**config.mk**
```make
export PLATFORM = sky130hd
export DESIGN_NAME = jtdd2_snd_post
export DESIGN_NICKNAME = d
export VERILOG_FILES = /design/src/rtl/jtdd2_snd_pkg.sv /design/src/rtl/jtdd2_snd_fifo.sv /design/src/rtl/jtdd2_snd_post.sv
export SDC_FILE = /design/constraint.sdc
export NUM_CORES = 1
export LEC_CHECK = 0
export BUFFER_PORTS_ARGS = -buffer_cell sky130_fd_sc_hd__buf_2
export CAP_MARGIN = 20
export CORE_MARGIN = 1.5
export CORE_UTILIZATION = 40
export DETAILED_ROUTE_END_ITERATION = 7
export GPL_TIMING_DRIVEN = 0
export PLACE_DENSITY = 0.7
export SLEW_MARGIN = 15
export SYNTH_ARGS = -nofsm -noshare
export SYNTH_HDL_FRONTEND = slang
export SYNTH_SLANG_ARGS = --single-unit
export TNS_END_PERCENT = 30
```
**constraint.sdc**
```tcl
create_clock -name clk -period 5.5 [get_ports clk]
set_input_delay 0.55 -clock clk [delete_from_list [all_inputs] [get_ports clk]]
set_output_delay 0.55 -clock clk [all_outputs]
set_load 0.01 [all_outputs]
```
**src/rtl/jtdd2_snd_pkg.sv**
```systemverilog
// rtl/jtdd2_snd_pkg.sv - shared types and helpers for the DD2 sound post-processing stage
package jtdd2_snd_pkg;

  localparam logic [7:0] GAIN_UNITY = 8'h10;

  typedef enum logic {
    OUT_PRIME = 1'b0,
    OUT_RUN   = 1'b1
  } out_state_t;

  typedef enum logic [1:0] {
    PIPE_IDLE = 2'd0,
    PIPE_DC   = 2'd1,
    PIPE_MUL  = 2'd2,
    PIPE_PUSH = 2'd3
  } pipe_state_t;

  // Clamp a 32-bit signed value to the range of a w-bit signed number.
  function automatic logic signed [31:0] saturate(input logic signed [31:0] v, input int w);
    logic signed [31:0] hi, lo;
    hi = (32'sd1 <<< (w - 1)) - 32'sd1;
    lo = -hi - 32'sd1;
    if (v > hi)      return hi;
    else if (v < lo) return lo;
    else             return v;
  endfunction

  function automatic logic sat_hit(input logic signed [31:0] v, input int w);
    logic signed [31:0] hi, lo;
    hi = (32'sd1 <<< (w - 1)) - 32'sd1;
    lo = -hi - 32'sd1;
    return (v > hi) || (v < lo);
  endfunction

endpackage

```
**src/rtl/jtdd2_snd_fifo.sv**
```systemverilog
// rtl/jtdd2_snd_fifo.sv - small synchronous FIFO with occupancy output
module jtdd2_snd_fifo #(
  parameter int W       = 16,
  parameter int FIFO_AW = 2
) (
  input  logic                 clk,
  input  logic                 rst_n,
  input  logic                 push,
  input  logic [W-1:0]         wdata,
  input  logic                 pop,
  output logic [W-1:0]         head,
  output logic                 full,
  output logic                 empty,
  output logic [FIFO_AW:0]     level
);

  logic [W-1:0]   mem [2**FIFO_AW];
  logic [FIFO_AW:0] wr_ptr, rd_ptr;
  logic           do_push, do_pop;

  // Extra pointer MSB distinguishes full from empty when the address bits match.
  assign level   = wr_ptr - rd_ptr;
  assign empty   = (wr_ptr == rd_ptr);
  assign full    = (wr_ptr[FIFO_AW] != rd_ptr[FIFO_AW]) &&
                   (wr_ptr[FIFO_AW-1:0] == rd_ptr[FIFO_AW-1:0]);
  assign do_push = push && !full;
  assign do_pop  = pop && !empty;
  assign head    = mem[rd_ptr[FIFO_AW-1:0]];

  always_ff @(posedge clk or negedge rst_n) begin
    if (!rst_n) begin
      wr_ptr <= '0;
      rd_ptr <= '0;
    end else begin
      if (do_push) wr_ptr <= wr_ptr + 1'b1;
      if (do_pop)  rd_ptr <= rd_ptr + 1'b1;
    end
  end

  always_ff @(posedge clk) begin
    if (do_push) mem[wr_ptr[FIFO_AW-1:0]] <= wdata;
  end

endmodule

```
**src/rtl/jtdd2_snd_post.sv**
```systemverilog
// rtl/jtdd2_snd_post.sv - DC block, master gain and output-rate retiming for DD2 sound
module jtdd2_snd_post
  import jtdd2_snd_pkg::*;
#(
  parameter int W         = 16,
  parameter int DCW       = 8,
  parameter int FIFO_AW   = 2,
  parameter int PRIME_LVL = 2
) (
  input  logic                clk,
  input  logic                rst_n,
  input  logic                sample,
  input  logic signed [W-1:0] sound_in,
  input  logic                mute,
  input  logic [7:0]          gain,
  input  logic                cen_out,
  output logic signed [W-1:0] snd_out,
  output logic                snd_valid,
  output logic                clip,
  output logic                overrun,
  output logic                underrun,
  input  logic                clr_flags
);

  localparam int YW = W + 2;

  pipe_state_t         pipe_st, pipe_nxt;
  out_state_t          out_st, out_nxt;
  logic signed [W-1:0] x, x_prev, y_prev, p;
  logic signed [YW-1:0] y_full;
  logic signed [31:0]  g_s, prod;
  logic                push, pop, full, empty;
  logic [W-1:0]        head;
  logic [FIFO_AW:0]    level;
  logic                clip_set, ovr_set, udr_set;

  always_comb begin
    y_full = YW'(x) - YW'(x_prev) + YW'(y_prev) - YW'(y_prev >>> DCW);
    g_s    = {24'd0, gain};
    prod   = (32'(y_prev) * g_s) >>> 4;
  end

  always_comb begin
    pipe_nxt = pipe_st;
    push     = 1'b0;
    ovr_set  = sample && (pipe_st != PIPE_IDLE);
    clip_set = 1'b0;
    case (pipe_st)
      PIPE_IDLE: if (sample) pipe_nxt = PIPE_DC;
      PIPE_DC:   pipe_nxt = PIPE_MUL;
      PIPE_MUL: begin
        pipe_nxt = PIPE_PUSH;
        clip_set = sat_hit(prod, W);
      end
      PIPE_PUSH: begin
        pipe_nxt = PIPE_IDLE;
        push     = 1'b1;
        // A full FIFO drops the value even if a pop happens this cycle.
        if (full) ovr_set = 1'b1;
      end
      default:   pipe_nxt = PIPE_IDLE;
    endcase
  end

  always_ff @(posedge clk or negedge rst_n) begin
    if (!rst_n) begin
      pipe_st <= PIPE_IDLE;
      x       <= '0;
      x_prev  <= '0;
      y_prev  <= '0;
      p       <= '0;
    end else begin
      pipe_st <= pipe_nxt;
      if (pipe_st == PIPE_IDLE && sample) x <= mute ? '0 : sound_in;
      if (pipe_st == PIPE_DC) begin
        y_prev <= W'(saturate(32'(y_full), W));
        x_prev <= x;
      end
      if (pipe_st == PIPE_MUL) p <= W'(saturate(prod, W));
    end
  end

  jtdd2_snd_fifo #(.W(W), .FIFO_AW(FIFO_AW)) u_fifo (
    .clk   (clk),
    .rst_n (rst_n),
    .push  (push),
    .wdata (p),
    .pop   (pop),
    .head  (head),
    .full  (full),
    .empty (empty),
    .level (level)
  );

  always_comb begin
    out_nxt = out_st;
    pop     = 1'b0;
    udr_set = 1'b0;
    case (out_st)
      OUT_PRIME: if (level >= (FIFO_AW+1)'(PRIME_LVL)) out_nxt = OUT_RUN;
      OUT_RUN: begin
        if (cen_out) begin
          if (empty) begin
            udr_set = 1'b1;
            out_nxt = OUT_PRIME;
          end else begin
            pop = 1'b1;
          end
        end
      end
      default: out_nxt = OUT_PRIME;
    endcase
  end

  always_ff @(posedge clk or negedge rst_n) begin
    if (!rst_n) begin
      out_st    <= OUT_PRIME;
      snd_out   <= '0;
      snd_valid <= 1'b0;
      clip      <= 1'b0;
      overrun   <= 1'b0;
      underrun  <= 1'b0;
    end else begin
      out_st    <= out_nxt;
      snd_valid <= cen_out;
      if (pop) snd_out <= head;
      clip      <= clip_set | (clip     & ~clr_flags);
      overrun   <= ovr_set  | (overrun  & ~clr_flags);
      underrun  <= udr_set  | (underrun & ~clr_flags);
    end
  end

endmodule

```
==> Flow_metrics.wiki, run 1 <==
{| class="wikitable"
! Metric !! Value
|-
| Final min period || 5.36 ns
|-
| Final design instance area without fill || 0.0149 mm²
|-
| Iter 0 DRT Violations || 413
|-
| Library cell occupying the most area in the post-synthesis netlist || sky130_fd_sc_hd__fa_1
|-
| Number of top-level pins || 50
|-
| DIE AREA || 0.0329 mm²
|-
| Hold bufs inserted after CTS || 0
|-
| Crit end category || flop
|-
| Remaining design rule violation count || 0
|-
| Synthesized cell area || 0.0127 mm²
|-
| Maximum level of the CTS H-tree || 4
|-
| Final RePlAce weighted congestion || 0.871
|-
| Actual transition at the worst max-transition pin || 0.900 ns
|-
| Clock transition at the register clock pins on the worst setup and hold paths after CTS || 0.08 ns
|-
| Number of warnings printed during yosys synthesis || 0
|-
| Global route overflow || 0
|-
| Final net count || 1,551
|-
| Number of filler cells placed in the layout || 2,822
|-
| Ys flop type || sky130_fd_sc_hd__dfrtp_1
|-
| Instance area at placement || 0.0135 mm²
|-
| Buffer cell driving the clock tree root || sky130_fd_sc_hd__clkbuf_16
|-
| Pre-Repair DR Iteration Count || 5
|-
| HPWL after detailed placement || 20.5 mm
|-
| Fin Clk Skew || 0.0126 ns
|-
| Count of unique library cells instantiated by Yosys || 69
|-
| Arrival time worst endpoint || 5.63 ns
|-
| Path type of the worst setup path || reg2reg
|-
| Syn Area/Cell || 10.7 µm²
|-
| First-pass GRT wire length || 44.0 mm
|-
| Post-synth EDFFs || 64
|-
| Number of global-route vias before repair || 8,882
|-
| Syn_nets || 1,430
|-
| Highest fanout seen on the critical path || 7
|-
| Cells after synthesis || 1,189
|-
| Slack of the worst reg-to-reg path || 0.14 ns
|-
| Growth of design area from synthesis to finish || 17.4%
|-
| Worst Hold Margin || 0.0778 ns
|-
| Register bit count reported by yosys || 157
|-
| Max-cap violations || 0
|-
| Commonest cells in the netlist || 196 x sky130_fd_sc_hd__inv_1, 135 x sky130_fd_sc_hd__fa_1, 121 x sky130_fd_sc_hd__nand2_1
|-
| Fraction of layout instances using a drive strength above 1 || 21.9%
|-
| Final setup vio count || 0
|-
| Most frequent cell after synthesis || sky130_fd_sc_hd__inv_1
|-
| Vias || 8,645
|-
| Core box area || 0.0314 mm²
|-
| Final period utilization || 97.5%
|-
| Number of port buffers || 49
|-
| Die extent in x || 181 µm
|-
| Vertical die dimension || 181 µm
|-
| Final ANT Viol Nets || 0
|-
| Worst min path class || in2async
|-
| CP Launch Type || flop
|-
| Data required time of the worst path || 5.77 ns
|-
| CTS tree || yes
|-
| Top cell type's share of synthesized area || 21.2%
|-
| Source of the critical timing path || y_prev[15]
|-
| Hold Fails Final Rpt || 0
|-
| Sequential share of the synthesized area || 33.4%
|-
| Logic depth of the worst register-to-register path || 19
|-
| Launch point of the worst reg-to-reg path || y_prev[15]
|-
| Leading post-synthesis cells by cell area || sky130_fd_sc_hd__fa_1 21%, sky130_fd_sc_hd__dfrtp_1 18%, sky130_fd_sc_hd__edfxtp_1 15%
|-
| Result of the run || complete, no violations
|-
| TritonCTS Buffers || 17
|-
| Slew HR || 40.0%
|-
| Post-DR wirelength/cell || 15.7 µm
|-
| Highest achievable clock rate || 186 MHz
|-
| Number of placement rows || 65
|-
| Worst R2R End || p[12]
|-
| Number of buffers between clock root and the deepest sink || 2
|-
| Proportion of register bits with asynchronous set or reset after synthesis || 59.2%
|-
| Num Clock Sinks || 157
|-
| Worst setup path endpoint || p[12]
|-
| Diodes inserted || 0
|-
| Routed Wire Length || 27.1 mm
|-
| Pin count of the biggest net entering global routing || 59
|-
| Antenna violations before repair || 0
|-
| Clock insertion delay at the later pin of the skew report || 0.43 ns
|-
| Via density per instance || 5.01
|-
| Overall routing resource usage || 16.7%
|-
| Effective utilization at floorplan || 40.5%
|-
| Final Max Slew Viols || 0
|}
## cell families after synthesis
family	synth area share, %
fa+ha+maj	28.7
mux	4.82
flops	33.4
compound gates	10.9
simple gates	11.9
buf+inv	7.43
xor+xnor	2.76
## through the flow
stage	TNS [ns]	setup WS (ns)	std cells	utilization, %
2_1_floorplan	0	0.0636	1189	-
3_3_place_gp	-14.00	-0.958	1640	42.9
3_5_place_dp	-14.11	-0.983	1641	43.0
4_1_cts	0	0.00560	1670	45.2
5_1_grt	-0.391	-0.0586	1725	47.6
6_report	0	0.136	1725	47.6
## layout make-up
cell class / count / area (µm²) / area share (%)
Timing Repair Buffer: 111 / 747 / 5.00
Inverter: 196 / 736 / 4.93
Sequential cell: 157 / 4270 / 28.6
Multi-Input combinational cell: 789 / 7830 / 52.4
Tap cell: 402 / 503 / 3.37
Clock buffer: 17 / 425 / 2.85
Buffer: 38 / 234 / 1.57
Clock inverter: 15 / 193 / 1.29
## routing by layer
layer	up-vias	part of all wire (%)	global-route usage (%)
met5	-	0	0
met4	0	2.5	5.37
met3	45	3.6	2.62
met2	167	51	29.5
met1	4292	42	20.9
li1	4141	-	-
## state kept, by name (all words and copies together) (netlist names)
| signal | cells |
|---|---|
| x_prev | 16 |
| x | 16 |
| u_fifo.rd_ptr | 3 |
| p | 16 |
| snd_out | 16 |
| pipe_st | 2 |
| clip | 1 |
| u_fifo.mem | 64 |
| u_fifo.wr_ptr | 3 |
| snd_valid | 1 |
| overrun | 1 |
| y_prev | 16 |
| out_st | 1 |
| underrun | 1 |
## worst max-delay path: stages, from the launching register on
cell	delay, ns
sky130_fd_sc_hd__dfrtp_2	0.56
sky130_fd_sc_hd__buf_4	0.18
sky130_fd_sc_hd__nand2_2	0.06
sky130_fd_sc_hd__fa_2	0.55
sky130_fd_sc_hd__inv_2	0.07
sky130_fd_sc_hd__fa_1	0.55
sky130_fd_sc_hd__fa_1	0.44
sky130_fd_sc_hd__fa_1	0.49
sky130_fd_sc_hd__ha_1	0.29
sky130_fd_sc_hd__buf_4	0.15
sky130_fd_sc_hd__nand4_4	0.14
sky130_fd_sc_hd__or3_4	0.40
sky130_fd_sc_hd__o211a_1	0.15
sky130_fd_sc_hd__and3_1	0.22
sky130_fd_sc_hd__o211ai_4	0.22
sky130_fd_sc_hd__nor4_4	0.05
sky130_fd_sc_hd__buf_4	0.17
sky130_fd_sc_hd__nor3_4	0.29
sky130_fd_sc_hd__buf_6	0.18
sky130_fd_sc_hd__a311oi_2	0.05
## how the worst min path moves through the flow
| stage | cells past startpoint | end |
|---|---|---|
| 3_3_place_gp | 1 | u_fifo.wr_ptr[2] |
| 2_1_floorplan | 0 | clip |
| 4_1_cts | 1 | snd_out[13] |
| 6_report | 1 | snd_out[13] |
| 5_1_grt | 1 | snd_out[12] |
| 3_5_place_dp | 1 | u_fifo.wr_ptr[2] |
## what timing repair did
action | in CTS | in global routing
setup endpoints to repair | 17 | 16
resized for setup | 25 | 99
gates cloned | 0 | 1
pin swaps | 2 | 36
buffers inserted | 6 | 55
## cell usage in the layout, fill, tap and decap left out, types with 16 or more instances in the layout
| master | Yosys | layout |
|---|---|---|
| sky130_fd_sc_hd__xor2_1 | 16 | 16 |
| sky130_fd_sc_hd__xnor2_1 | 21 | 20 |
| sky130_fd_sc_hd__o21ai_0 | 57 | 55 |
| sky130_fd_sc_hd__inv_1 | 196 | 193 |
| sky130_fd_sc_hd__fa_1 | 135 | 132 |
| sky130_fd_sc_hd__buf_4 | 3 | 61 |
| sky130_fd_sc_hd__dfrtp_1 | 93 | 78 |
| sky130_fd_sc_hd__mux4_2 | 16 | 16 |
| sky130_fd_sc_hd__mux2_2 | 18 | 17 |
| sky130_fd_sc_hd__a21oi_1 | 39 | 35 |
| sky130_fd_sc_hd__edfxtp_1 | 64 | 64 |
| sky130_fd_sc_hd__nor2_1 | 49 | 49 |
| sky130_fd_sc_hd__ha_1 | 76 | 66 |
| sky130_fd_sc_hd__nand2b_1 | 20 | 20 |
| sky130_fd_sc_hd__clkbuf_16 | 0 | 17 |
| sky130_fd_sc_hd__buf_2 | 5 | 50 |
| sky130_fd_sc_hd__and2_1 | 78 | 71 |
| sky130_fd_sc_hd__clkbuf_1 | 36 | 20 |
| sky130_fd_sc_hd__nand2_1 | 121 | 113 |
Power of run 1 is left out: the tool's default activity adds up to more than one toggle a clock period on the data nets, which glitch-free logic cannot reach.
==> run 2, diff against run 1 <==
--- a/config.mk
+++ b/config.mk
@@ -12,6 +12,7 @@
 export DETAILED_ROUTE_END_ITERATION = 7
 export GPL_TIMING_DRIVEN = 0
 export PLACE_DENSITY = 0.7
+export RECOVER_POWER = 50
 export SLEW_MARGIN = 15
 export SYNTH_ARGS = -nofsm -noshare
 export SYNTH_HDL_FRONTEND = slang
==> run 2 against run 1 <==
The run now ends with capacitance limit, slew limit left. Sequential share of layout area is essentially flat. First-iteration DRC count grew 0.24%. Via count is 0.10% lower. Final cell count did not move. Wire length is essentially flat. Global-route usage unchanged. Clock skew barely moved. Maximum frequency is essentially flat. Die area is the same.
==> Flow_metrics.wiki, run 2 (synthesized netlist as in run 1, its figures left out) <==
{| class="wikitable"
! Metric !! Value
|-
| Result of the run || finished, violations left (was complete, no violations)
|-
| Violations in the final reports || capacitance limit, slew limit
|-
| TritonCTS Buffers || 17 (unchanged)
|-
| Fin Clk Skew || 0.0126 ns (about the same)
|-
| Actual transition at the worst max-transition pin || 2.08 ns (was 0.900 ns)
|-
| Number of instances in the placed design || 1,641 (unchanged)
|-
| Number of buffers between clock root and the deepest sink || 2 (unchanged)
|-
| Post-Place Setup Slack || -0.983 ns (unchanged)
|-
| Num Clock Sinks || 157 (unchanged)
|-
| HPWL after detailed placement || 20.5 mm (unchanged)
|-
| Overall routing resource usage || 16.7% (unchanged)
|-
| Clock insertion delay at the later pin of the skew report || 0.43 ns (about the same)
|-
| First-pass GRT wire length || 44.0 mm (unchanged)
|-
| Final net count || 1,551 (unchanged)
|-
| Growth of design area from synthesis to finish || 17.3% (was 17.4%)
|-
| Vertical die dimension || 181 µm (unchanged)
|-
| Post-route non-filler standard cell count || 1,725 (unchanged)
|-
| Maximum level of the CTS H-tree || 4 (unchanged)
|-
| Final ANT Viol Nets || 0 (unchanged)
|-
| Arrival time worst endpoint || 5.63 ns (about the same)
|-
| Slew HR || -38.9% (was 40.0%)
|-
| Launch point of the worst reg-to-reg path || y_prev[15] (unchanged)
|-
| Clock transition at the register clock pins on the worst setup and hold paths after CTS || 0.07 ns (was 0.08 ns)
|-
| Pin count of the biggest net entering global routing || 59 (unchanged)
|-
| Effective utilization at floorplan || 40.5% (unchanged)
|-
| Critical Path, Cell by Cell || buf_4 -> nand2_2 -> fa_2 -> inv_2 -> fa_1 -> fa_1 -> fa_1 -> ha_1 -> buf_4 -> nand4_4 -> or3_4 -> o211a_1 -> and3_1 -> o211ai_4 -> nor4_4 -> buf_4 -> nor3_4 -> buf_6 -> a311oi_2 (unchanged)
|-
| Via density per instance || 5.01 (about the same)
|-
| Diodes inserted || 0 (unchanged)
|-
| Most common cell after layout, fill and taps aside || sky130_fd_sc_hd__inv_1 (unchanged)
|-
| Pre-Repair DR Iteration Count || 5 (unchanged)
|-
| Number of port buffers || 49 (unchanged)
|-
| Final period utilization || 97.6% (was 97.5%)
|-
| Instance area at placement || 0.0135 mm² (unchanged)
|-
| Fraction of layout instances using a drive strength above 1 || 21.3% (was 21.9%)
|-
| Vias || 8,636 (was 8,645)
|-
| Hold Fails Final Rpt || 0 (unchanged)
|-
| Final setup vio count || 0 (unchanged)
|-
| Hold_sp || cen_out
|-
| Final min period || 5.37 ns (was 5.36 ns)
|-
| Core box area || 0.0314 mm² (unchanged)
|-
| Max FFs per register || 64 (unchanged)
|-
| Iter 0 DRT Violations || 414 (was 413)
|-
| Hold bufs inserted after CTS || 0 (unchanged)
|-
| DIE AREA || 0.0329 mm² (unchanged)
|-
| Remaining design rule violation count || 0 (unchanged)
|-
| Final design instance area without fill || 0.0149 mm² (about the same)
|-
| Highest fanout seen on the critical path || 7 (unchanged)
|-
| Path type of the worst setup path || reg2reg (unchanged)
|-
| Worst min path class || in2reg (was in2async)
|-
| Highest-count cells in the layout ignoring fill and taps || 193 x sky130_fd_sc_hd__inv_1, 132 x sky130_fd_sc_hd__fa_1, 113 x sky130_fd_sc_hd__nand2_1 (unchanged)
|-
| Final Max Slew Viols || 36 (was 0)
|-
| Share of the core filled with cells || 47.5% (was 47.6%)
|-
| Buffer cell driving the clock tree root || sky130_fd_sc_hd__clkbuf_16 (unchanged)
|-
| Number of global-route vias before repair || 8,882 (unchanged)
|-
| Data required time of the worst path || 5.77 ns (about the same)
|-
| Max-cap violations || 1 (was 0)
|-
| CP Launch Type || flop (unchanged)
|-
| CTS tree || yes (unchanged)
|-
| Crit end category || flop (unchanged)
|-
| Global route overflow || 0 (unchanged)
|-
| Post-DR wirelength/cell || 15.7 µm (about the same)
|-
| Number of top-level pins || 50 (unchanged)
|-
| Source of the critical timing path || y_prev[15] (unchanged)
|-
| Routed Wire Length || 27.1 mm (about the same)
|-
| Slowest cell on crit path || sky130_fd_sc_hd__dfrtp_2 (unchanged)
|-
| Die extent in x || 181 µm (unchanged)
|-
| Highest achievable clock rate || 186 MHz (about the same)
|-
| Final RePlAce weighted congestion || 0.871 (unchanged)
|-
| Antenna violations before repair || 0 (unchanged)
|-
| Post-route setup slack || 0.134 ns (was 0.136 ns)
|-
| Largest stage delay on the critical path || 0.56 ns (about the same)
|-
| Number of placement rows || 65 (unchanged)
|}
[run 2: changes by cell type in the layout (fill, tap and decap cells not counted)]
cell                       change
sky130_fd_sc_hd__buf_2         -7
sky130_fd_sc_hd__buf_4         -1
sky130_fd_sc_hd__clkbuf_1      +8
[run 2: worst max-delay path, delay by kind of cell (launching register included)]
kind	cells	cell delay, ns
buffers and inverters	5	0.75
and+or+nand+nor	6	1.16
adders and majority gates	5	2.32
DFF	1	0.56
AOI/OAI and AO/OA	3	0.42
[run 2: final cells by class]
class                      count  area (µm²)
sequential                   157        4270
inverter                     196         736
fill                        2828       16500
buffer                        38         234
clock inverter                15         193
multi-input combinational    789        7830
timing repair buffer         111         734
clock buffer                  17         425
tap                          402         503
[run 2: final timing paths]
check | end | slack, ns | cells after the start
max reg2reg | p[12] | 0.13 | 19
max | p[12] | 0.13 | 19
min reg2reg | u_fifo.wr_ptr[2] | 0.49 | 1
min in group asynchronous | snd_out[13] | 0.71 | 1
max in group asynchronous | u_fifo.wr_ptr[0] | 3.59 | 1
min | snd_valid | 0.26 | 1
[run 2: stage by stage]
stage,TNS (ns),hold slack (ns)
2_1_floorplan,0,0.254
3_3_place_gp,-14.00,0.476
3_5_place_dp,-14.11,0.479
4_1_cts,0,0.0763
5_1_grt,-0.391,0.255
6_report,0,0.259
[run 2: routing by layer]
metal  vias to the layer above  share of wire (%)  GRT usage (%)
met1                      4282                 42           20.9
met2                       166                 51           29.5
met4                         0                2.5           5.37
li1                       4143                  -              -
met5                         -                  0              0
met3                        45                3.6           2.62
[run 2: timing repair]
| action | 4_1_cts | 5_1_grt |
|---|---|---|
| pin swaps | 2 | 36 |
| gates cloned | 0 | 1 |
| setup buffers | 6 | 55 |
| setup endpoints to repair | 17 | 16 |
| gates resized for setup | 25 | 99 |
Power of run 2 is left out for the same reason.
==> run 3, diff against run 2 <==
--- a/config.mk
+++ b/config.mk
@@ -8,10 +8,10 @@
 export BUFFER_PORTS_ARGS = -buffer_cell sky130_fd_sc_hd__buf_2
 export CAP_MARGIN = 20
 export CORE_MARGIN = 1.5
-export CORE_UTILIZATION = 40
+export CORE_UTILIZATION = 58
 export DETAILED_ROUTE_END_ITERATION = 7
 export GPL_TIMING_DRIVEN = 0
-export PLACE_DENSITY = 0.7
+export PLACE_DENSITY = 0.91
 export RECOVER_POWER = 50
 export SLEW_MARGIN = 15
 export SYNTH_ARGS = -nofsm -noshare
==> run 3 against run 2 <==
The flow still finishes with violations (capacitance limit, slew limit). First-iteration DRC count rose by 110%. Critical path depth rose by 2. Core utilization rose by 21 points. Worst hold slack got worse by 0.0064 ns. Wire length rose by 11%. Design area fell by 2.5%. Die area fell by 31%. Clock-buffer cell count did not move. Worst setup slack got worse by 0.075 ns. Global-route usage rose by 10 points. Clock skew rose by 0.0072 ns. Maximum frequency fell by 1.4%. Critical path type unchanged.
==> Flow_metrics.wiki, run 3 (synthesized netlist as in run 1, its figures left out) <==
{| class="wikitable"
! Metric !! Value
|-
| Final period utilization || 98.9% (was 97.6%)
|-
| Launch point of the worst reg-to-reg path || y_prev[11] (was y_prev[15])
|-
| Number of buffers between clock root and the deepest sink || 2 (unchanged)
|-
| Data required time of the worst path || 5.76 ns (was 5.77 ns)
|-
| Fin Clk Skew || 0.0199 ns (was 0.0126 ns)
|-
| Global route overflow || 0 (unchanged)
|-
| Arrival time worst endpoint || 5.70 ns (was 5.63 ns)
|-
| Worst Hold Margin || 0.253 ns (was 0.259 ns)
|-
| Final Max Slew Viols || 96 (was 36)
|-
| CTS tree || yes (unchanged)
|-
| Effective utilization at floorplan || 59.7% (was 40.5%)
|-
| Via density per instance || 5.89 (was 5.01)
|-
| Max-cap violations || 2 (was 1)
|-
| Cell repeated most along the worst path || sky130_fd_sc_hd__fa_1
|-
| Final ANT Viol Nets || 0 (unchanged)
|-
| Maximum level of the CTS H-tree || 4 (unchanged)
|-
| Hold_sp || cen_out (unchanged)
|-
| Result of the run || finished, violations left (unchanged)
|-
| Slew HR || -91.2% (was -38.9%)
|-
| Die extent in x || 151 µm (was 181 µm)
|-
| Highest fanout seen on the critical path || 6 (was 7)
|-
| Overall routing resource usage || 26.8% (was 16.7%)
|-
| Number of top-level pins || 50 (unchanged)
|-
| Worst R2R End || p[9] (was p[12])
|-
| Path type of the worst setup path || reg2reg (unchanged)
|-
| Actual transition at the worst max-transition pin || 2.87 ns (was 2.08 ns)
|-
| Buffer cell driving the clock tree root || sky130_fd_sc_hd__clkbuf_16 (unchanged)
|-
| Pre-Repair DR Iteration Count || 6 (was 5)
|-
| First-pass GRT wire length || 46.8 mm (was 44.0 mm)
|-
| Number of placement rows || 53 (was 65)
|-
| Iter 0 DRT Violations || 882 (was 414)
|-
| Final net count || 1,534 (was 1,551)
|-
| Vias || 9,305 (was 8,636)
|-
| Endpoint, Worst Hold || snd_valid (unchanged)
|-
| Num Clock Sinks || 157 (unchanged)
|-
| Top Family by Delay on Critical Path || adder cells (unchanged)
|-
| Hold Fails Final Rpt || 0 (unchanged)
|-
| Crit end category || flop (unchanged)
|-
| Logic depth of the worst register-to-register path || 21 (was 19)
|-
| DR WL met2 || 15.7 mm (was 14.0 mm)
|-
| Critical Path, Cell by Cell || clkbuf_2 -> buf_4 -> and2_1 -> ha_1 -> inv_1 -> fa_1 -> fa_1 -> inv_1 -> fa_1 -> ha_1 -> buf_6 -> nand4_4 -> or3_4 -> o211a_4 -> and3_4 -> o211ai_4 -> nor4_4 -> buf_4 -> nor3_4 -> buf_6 -> a311oi_2 (was buf_4 -> nand2_2 -> fa_2 -> inv_2 -> fa_1 -> fa_1 -> fa_1 -> ha_1 -> buf_4 -> nand4_4 -> or3_4 -> o211a_1 -> and3_1 -> o211ai_4 -> nor4_4 -> buf_4 -> nor3_4 -> buf_6 -> a311oi_2)
|-
| Core box area || 0.0213 mm² (was 0.0314 mm²)
|-
| Final min period || 5.44 ns (was 5.37 ns)
|-
| Highest achievable clock rate || 184 MHz (was 186 MHz)
|-
| Clock transition at the register clock pins on the worst setup and hold paths after CTS || 0.08 ns (was 0.07 ns)
|-
| Antenna violations before repair || 0 (unchanged)
|-
| Number of global-route vias before repair || 9,536 (was 8,882)
|-
| Vertical die dimension || 151 µm (was 181 µm)
|-
| Max FFs per register || 64 (unchanged)
|-
| Highest routed metal layer || met4 (unchanged)
|-
| Buf/Inv on CP || 7 (was 5)
|-
| Number of port buffers || 49 (unchanged)
|-
| Pin count of the biggest net entering global routing || 63 (was 59)
|-
| Diodes inserted || 0 (unchanged)
|-
| Slack of the worst reg-to-reg path || 0.06 ns (was 0.13 ns)
|-
| Growth of design area from synthesis to finish || 14.4% (was 17.3%)
|-
| Fraction of layout instances using a drive strength above 1 || 19.5% (was 21.3%)
|-
| Slowest cell on crit path || sky130_fd_sc_hd__fa_1 (was sky130_fd_sc_hd__dfrtp_2)
|-
| Most common cell after layout, fill and taps aside || sky130_fd_sc_hd__inv_1 (unchanged)
|-
| Remaining design rule violation count || 0 (unchanged)
|-
| Largest stage delay on the critical path || 0.55 ns (was 0.56 ns)
|-
| Highest-count cells in the layout ignoring fill and taps || 191 x sky130_fd_sc_hd__inv_1, 133 x sky130_fd_sc_hd__fa_1, 116 x sky130_fd_sc_hd__nand2_1 (was 193 x sky130_fd_sc_hd__inv_1, 132 x sky130_fd_sc_hd__fa_1, 113 x sky130_fd_sc_hd__nand2_1)
|-
| Final setup vio count || 0 (unchanged)
|-
| TritonCTS Buffers || 17 (unchanged)
|-
| Number of filler cells placed in the layout || 1,333 (was 2,828)
|-
| Routed Wire Length || 30.1 mm (was 27.1 mm)
|-
| Violations in the final reports || capacitance limit, slew limit (unchanged)
|-
| DIE AREA || 0.0228 mm² (was 0.0329 mm²)
|-
| Clock insertion delay at the later pin of the skew report || 0.45 ns (was 0.43 ns)
|-
| Final RePlAce weighted congestion || 0.943 (was 0.871)
|-
| Post-DR wirelength/cell || 19.0 µm (was 15.7 µm)
|-
| Met3 WL || 1.97 mm (was 980 µm)
|-
| Worst min path class || in2reg (unchanged)
|-
| Routed length on met1 || 11.2 mm (was 11.5 mm)
|-
| Hold Path Stages || 1 (unchanged)
|-
| HPWL after detailed placement || 21.5 mm (was 20.5 mm)
|-
| CP Launch Type || flop (unchanged)
|}
[run 3: routing by layer]
| layer | GRT usage [%] | vias to the layer above |
|---|---|---|
| li1 | - | 4108 |
| met1 | 31.6 | 4623 |
| met2 | 48.7 | 455 |
| met3 | 4.94 | 119 |
| met4 | 9.95 | 0 |
| met5 | 0 | - |
[run 3: what timing repair did]
item	in CTS	in global routing
gates cloned	0	1
setup buffers	4	39
endpoints found under the setup margin	17	16
pin swaps	2	32
resized for setup	27	81
endpoints found under the hold margin	0	0
hold buffers	0	0
[run 3: how the worst max path moves through the flow]
stage	end	depth (start not counted)	startpoint	slack (ns)
6_report	p[9]	21	y_prev[11]	0.06
5_1_grt	p[9]	21	y_prev[15]	-0.15
4_1_cts	p[9]	19	y_prev[8]	0.003
3_5_place_dp	p[9]	19	y_prev[15]	-0.90
3_3_place_gp	p[9]	22	gain[3]	-0.75
2_1_floorplan	p[10]	21	gain[3]	0.06
[run 3: layout make-up]
type                    instances  area (µm²)  area share (%)
plain buffers                  38         230            1.58
clock buffers                  17         425            2.92
clock inverters                15         195            1.34
inverters                     196         736            5.06
multi-input cells             789        7770            53.4
flip-flops and latches        157        4270            29.3
well taps                     275         344            2.37
repair buffers                 94         578            3.97
[run 3: through the flow]
stage | std cells | cell area, µm² | setup TNS (ns) | util [%] | setup slack (ns)
6_report | 1581 | 14500 | 0 | 68.3 | 0.0593
5_1_grt | 1581 | 14500 | -1.41 | 68.3 | -0.147
4_1_cts | 1541 | 14000 | 0 | 65.9 | 0.00259
3_5_place_dp | 1514 | 13300 | -12.88 | 62.7 | -0.903
3_3_place_gp | 1513 | 13300 | -10.98 | 62.5 | -0.747
2_1_floorplan | 1189 | 12700 | 0 | - | 0.0636
Power of run 3 is left out for the same reason.
